## config.mk

```make
export PLATFORM = sky130hd
export DESIGN_NAME = symbol_repeat_upsample
export DESIGN_NICKNAME = d
export VERILOG_FILES = /design/src/rtl/symbol_repeat_upsample.sv
export SDC_FILE = /design/constraint.sdc
export NUM_CORES = 1
export LEC_CHECK = 0
export BUFFER_PORTS_ARGS = -buffer_cell sky130_fd_sc_hd__buf_4
export CAP_MARGIN = 30
export CORE_MARGIN = 1.5
export CORE_UTILIZATION = 25
export CTS_CLUSTER_DIAMETER = 150
export CTS_CLUSTER_SIZE = 10
export DETAILED_ROUTE_END_ITERATION = 8
export SYNTH_ARGS = -nofsm -noshare
export SYNTH_HDL_FRONTEND = slang
export SYNTH_SLANG_ARGS = --single-unit
```

## constraint.sdc

```tcl
create_clock -name clk -period 2.6 [get_ports clk]
set_input_delay 0.26 -clock clk [delete_from_list [all_inputs] [get_ports clk]]
set_output_delay 0.26 -clock clk [all_outputs]
set_load 0.01 [all_outputs]
```

## src/rtl/symbol_repeat_upsample.sv

```systemverilog
// symbol_repeat_upsample: FIFO-fed symbol repeater for BTLE TX; `UPSAMPLE_ZERO_STUFF_EN zero-stuffs non-first samples
module symbol_repeat_upsample #(
  parameter int SAMPLE_PER_SYMBOL = 8,
  parameter int CLK_PER_SAMPLE    = 2,
  parameter int DATA_WIDTH        = 1,
  parameter int FIFO_DEPTH        = 4
) (
  input  logic                  clk,
  input  logic                  rst_n,
  input  logic [DATA_WIDTH-1:0] in_data,
  input  logic                  in_valid,
  input  logic                  in_last,
  output logic                  in_ready,
  output logic [DATA_WIDTH-1:0] out_data,
  output logic                  out_valid,
  output logic                  out_last,
  output logic                  busy,
  output logic                  underrun
);
  localparam int AW = $clog2(FIFO_DEPTH);
  localparam int PW = CLK_PER_SAMPLE > 1 ? $clog2(CLK_PER_SAMPLE) : 1;
  localparam int SW = $clog2(SAMPLE_PER_SYMBOL);
  localparam logic [0:0] IDLE   = 1'b0;
  localparam logic [0:0] ACTIVE = 1'b1;

  logic [DATA_WIDTH:0]   mem [FIFO_DEPTH];
  logic [DATA_WIDTH:0]   rd_word;
  logic [AW-1:0]         wr_ptr, rd_ptr;
  logic [AW:0]           count;
  logic [0:0]            state;
  logic [PW-1:0]         phase_cnt;
  logic [SW-1:0]         samp_cnt;
  logic [DATA_WIDTH-1:0] sym;
  logic                  cur_last;
  logic                  strobe, sym_end, not_empty, push, pop;

  assign not_empty = count != '0;
  assign in_ready  = count != (AW+1)'(FIFO_DEPTH);
  assign push      = in_valid & in_ready;
  assign strobe    = state == ACTIVE && phase_cnt == '0;
  assign sym_end   = strobe && samp_cnt == SW'(SAMPLE_PER_SYMBOL - 1);
  assign pop       = not_empty & (state == IDLE | sym_end);
  assign rd_word   = mem[rd_ptr];
  assign out_valid = strobe;
  assign out_last  = sym_end & cur_last;
  assign busy      = state == ACTIVE | not_empty;
`ifdef UPSAMPLE_ZERO_STUFF_EN
  assign out_data  = samp_cnt == '0 ? sym : '0;
`else
  assign out_data  = sym;
`endif

  // FIFO storage; contents need no reset since count gates every read
  always_ff @(posedge clk) begin
    if (push) mem[wr_ptr] <= {in_last, in_data};
  end

  // FIFO pointers and occupancy; reset flushes immediately
  always_ff @(posedge clk or negedge rst_n) begin
    if (!rst_n) begin
      wr_ptr <= '0;
      rd_ptr <= '0;
      count  <= '0;
    end else begin
      if (push) wr_ptr <= wr_ptr + 1'b1;
      if (pop) rd_ptr <= rd_ptr + 1'b1;
      count <= count + (AW+1)'(push) - (AW+1)'(pop);
    end
  end

  // Sample engine: load on pop, strobe every CLK_PER_SAMPLE, seamless across symbols
  always_ff @(posedge clk or negedge rst_n) begin
    if (!rst_n) begin
      state     <= IDLE;
      phase_cnt <= '0;
      samp_cnt  <= '0;
      sym       <= '0;
      cur_last  <= 1'b0;
      underrun  <= 1'b0;
    end else begin
      if (pop) begin
        sym      <= rd_word[DATA_WIDTH-1:0];
        cur_last <= rd_word[DATA_WIDTH];
        state    <= ACTIVE;
      end else if (sym_end) begin
        state    <= IDLE;
        underrun <= underrun | ~cur_last;
      end
      if (state == ACTIVE)
        phase_cnt <= (sym_end && !not_empty) || phase_cnt == PW'(CLK_PER_SAMPLE - 1) ? '0 : phase_cnt + 1'b1;
      if (strobe) samp_cnt <= sym_end ? '0 : samp_cnt + 1'b1;
    end
  end
endmodule

```

==> summary.md <==
The run finished with clean final reports. Setup violations remaining at the end of the flow were counted as 0. The register area share after synthesis is 0.582. The aggregate negative setup slack is 0 ps, and the flip-flop and latch count after synthesis is 23.

The netlist uses 26 different library cells. The number of nets in the synthesized netlist is 89. The count of cells in the finished layout, fillers not included, comes to 142.

Across the whole layout, storage elements account for 616 µm². The tree built by TritonCTS fans out to 23 sinks. Setup repair after global routing left no endpoint under its margin. The number of warnings printed during yosys synthesis is 0.

Wires add up to 1.57 mm. Shortest period the worst path allows: 2380 ps. From left edge to right edge, the die measures 68.0 µm.

The net count of the finished layout is 107. Post-CTS clock slew at the launch and capture registers of the worst setup and hold paths: 80 ps. For the pin with the worst max-slew slack, the measured transition is 422 ps.

The class of the most critical hold timing path is input port to register. The number of filler cells placed in the layout is 417. The share of flip-flops with an asynchronous set or reset is 0.652.

Derived from the worst setup path, the maximum achievable clock frequency is 0.419 GHz. TritonCTS built the clock tree. The tools report the H-tree depth as 1. The detailed-placement wirelength estimate was 1.24 mm; the via count of the first global-routing pass was 600. Highest metal layer with signal wires: met4. In the final routing, the length of wire on met1 measures 721 µm.

The run gives 0.718 as the relative slew slack. Number of placed cells counting well taps: 137. Antenna cell count: 0. The floorplan has 23 rows.

The mean area per synthesized cell is 14.1 µm². The library cell used most frequently in the layout, excluding fill and tap cells, is dfrtp_1. The tools report the maximum clock path buffer count as 2. For the met2 wire length, the log shows 763 µm.

After detailed routing, the number of vias per cell comes to 4.21. The floorplan step set the die height to 68.0 µm. Counting flops with a built-in enable in the synthesized netlist gives 8. The first-pass iteration count of the detailed router is 4, and the setup fix buffers added after clock tree synthesis is 0.

The global router's overall resource usage was 0.0788. The floorplan core area came out at 4030 µm². For the global-route wire length before repair, the log shows 2.62 mm. The final-report max-slew violation count came out at 0.

The largest fanout of any net on the critical path was 6; the post-route clock skew was 2.71 ps. The data required time of the worst path is 2790 ps, and the insertion delay of the later-clocked pin in the worst-skew pair is 260 ps. Dividing the detail-routed wire length by the instance count gives 11.1 µm. The logs give 0.315 for the fraction of the core area covered by cells at the end of the flow and 0.673 for the final weighted congestion in routability-driven placement. For this run, the leading register cell type out of synthesis is dfrtp_1. The area growth from synthesis to final layout was 20.1%. Startpoint class of the critical path: a register. The starting density of the core came out at 0.262. In the routed design, unresolved DRC markers number 0. Buffers inserted during clock tree synthesis total 3. The classification of the worst setup path is register to register. In this run the count of I/O pins placed on the die edge is 11. The signal arrival time at the worst endpoint is 2570 ps. The run gives 0 as the initial antenna violation count.

The portion of synthesized cell area occupied by the leading cell type is 0.355. The power density normalized to cell area works out to 1070 nW/µm². CTS placed an instance of clkbuf_8 at the clock tree root. Library cell occupying the most area in the post-synthesis netlist: dfrtp_1. Entering global routing, the biggest net connects 16 pins. The worst setup path is captured at a register. Summing over every cut layer, the via total after detailed routing is 598. By area the synthesized netlist is led by dfrtp_1 36%, edfxtp_1 23%, ha_1 9.5%. In this run the static leakage power is 0.000570 µW.

The cell area that synthesis handed to floorplanning was 1060 µm². The tools report the length of routed met3 wiring as 56 µm. The highest ir drop seen on vdd is 0.000280 V. The number of violations of the max-capacitance limit came out at 0. Port buffering added 10 buffers.

Final hold violation count: 0. The portion of the clock cycle consumed by the worst path in the final layout came out at 0.917. The library cells used most frequently in the layout, excluding fill and tap cells, are 15 x dfrtp_1, 13 x buf_4, 8 x inv_1, 8 x ha_1, 8 x edfxtp_1. Overall power consumption after layout is estimated at 1350 µW.

The tools report the total overflow reported by the global router as 0. Synthesis produced 75 cells. The iteration-0 DRC count of the detailed router was 19.

Summing all multi-input logic gate instances after layout gives 408 µm². The fraction of final layout cells sized beyond drive strength 1 is 0.283. The floorplan step defined a die boundary enclosing 4630 µm². Once detail routing completed, the nets flagged for antenna violations numbered 0.
worst max-delay path, cell delays in order (launching register included):
cell and delay, ps:
dfrtp_1 430, or3b_1 470, and2_4 210, inv_1 50
ha_1 220, inv_1 60, ha_1 140, inv_1 50
fa_1 370, xnor2_1 180, xnor2_1 130
metal layers:
layer,up-vias,track usage
met3,2,0.0280
met4,0,0.0375
met2,6,0.127
li1,292,-
met1,298,0.0931
met5,-,0
kinds of logic (layout without fill, tap and decap cells):
logic type	after synthesis	after routing	share of synthesized area
buf+inv	9	26	0.0320
xor+xnor	5	5	0.0414
mux	8	8	0.110
compound gates	5	5	0.0284
fa+ha+maj	9	9	0.114
simple gates	16	16	0.0923
flops	23	23	0.582
power breakdown:
part	internal [µW]	switching (µW)
registers	521	96.5
logic	295	225
clock network	107	111
metrics by stage:
stage | area, µm² | setup slack (ps) | hold slack [ps]
finish | 1270 | 216 | 206
global route | 1270 | 67.0 | 196
CTS | 1270 | 181 | 198
detailed placement | 1210 | 205 | 125
global placement | 1210 | 284 | 126
floorplan | 1060 | 266 | -35.6
cells in the mapped netlist, types with 2 or more instances:
| master | number |
|---|---|
| xnor2_1 | 4 |
| inv_1 | 8 |
| nand2_1 | 2 |
| and3_1 | 5 |
| edfxtp_1 | 8 |
| ha_1 | 8 |
| dfrtp_1 | 15 |
| mux2_2 | 5 |
| a21oi_1 | 2 |
| mux4_2 | 2 |
path summary, 6_finish.rpt:
path                                           end  slack, ps                  from  depth (start not counted)
setup / recovery                count[2]$_DFF_PN0_        220    count[1]$_DFF_PN0_                         10
setup reg to reg                count[2]$_DFF_PN0_        220    count[1]$_DFF_PN0_                         10
min in group asynchronous  samp_cnt[0]$_DFFE_PN0P_        380                 rst_n                          2
max in group asynchronous     cur_last$_DFFE_PN0P_       2050                 rst_n                          2
hold / removal                 mem[1][1]$_DFFE_PP_        210               in_last                          1
hold reg to reg               underrun$_DFFE_PN0P_        480  cur_last$_DFFE_PN0P_                          1
timing repair:
| item | 4_1_cts | 5_1_grt |
|---|---|---|
| gates resized for setup | 0 | 0 |
| hold buffers | 1 | 0 |
| endpoints found under the hold margin | 15 | 0 |
final cells by class:
| class | count | area share |
|---|---|---|
| Inverter | 8 | 0.0236 |
| Multi-Input combinational cell | 43 | 0.321 |
| Clock buffer | 3 | 0.0325 |
| Sequential cell | 23 | 0.485 |
| Tap cell | 50 | 0.0493 |
| Clock inverter | 1 | 0.00394 |
| Timing Repair Buffer | 14 | 0.0847 |
state kept, by name (all words and copies together) (netlist names):
name       cells
mem            8
wr_ptr         2
rd_ptr         2
samp_cnt       3
state          1
count          3
cur_last       1
underrun       1
out_data       1
phase_cnt      1
No activity file was read; power rests on OpenSTA's default activity.
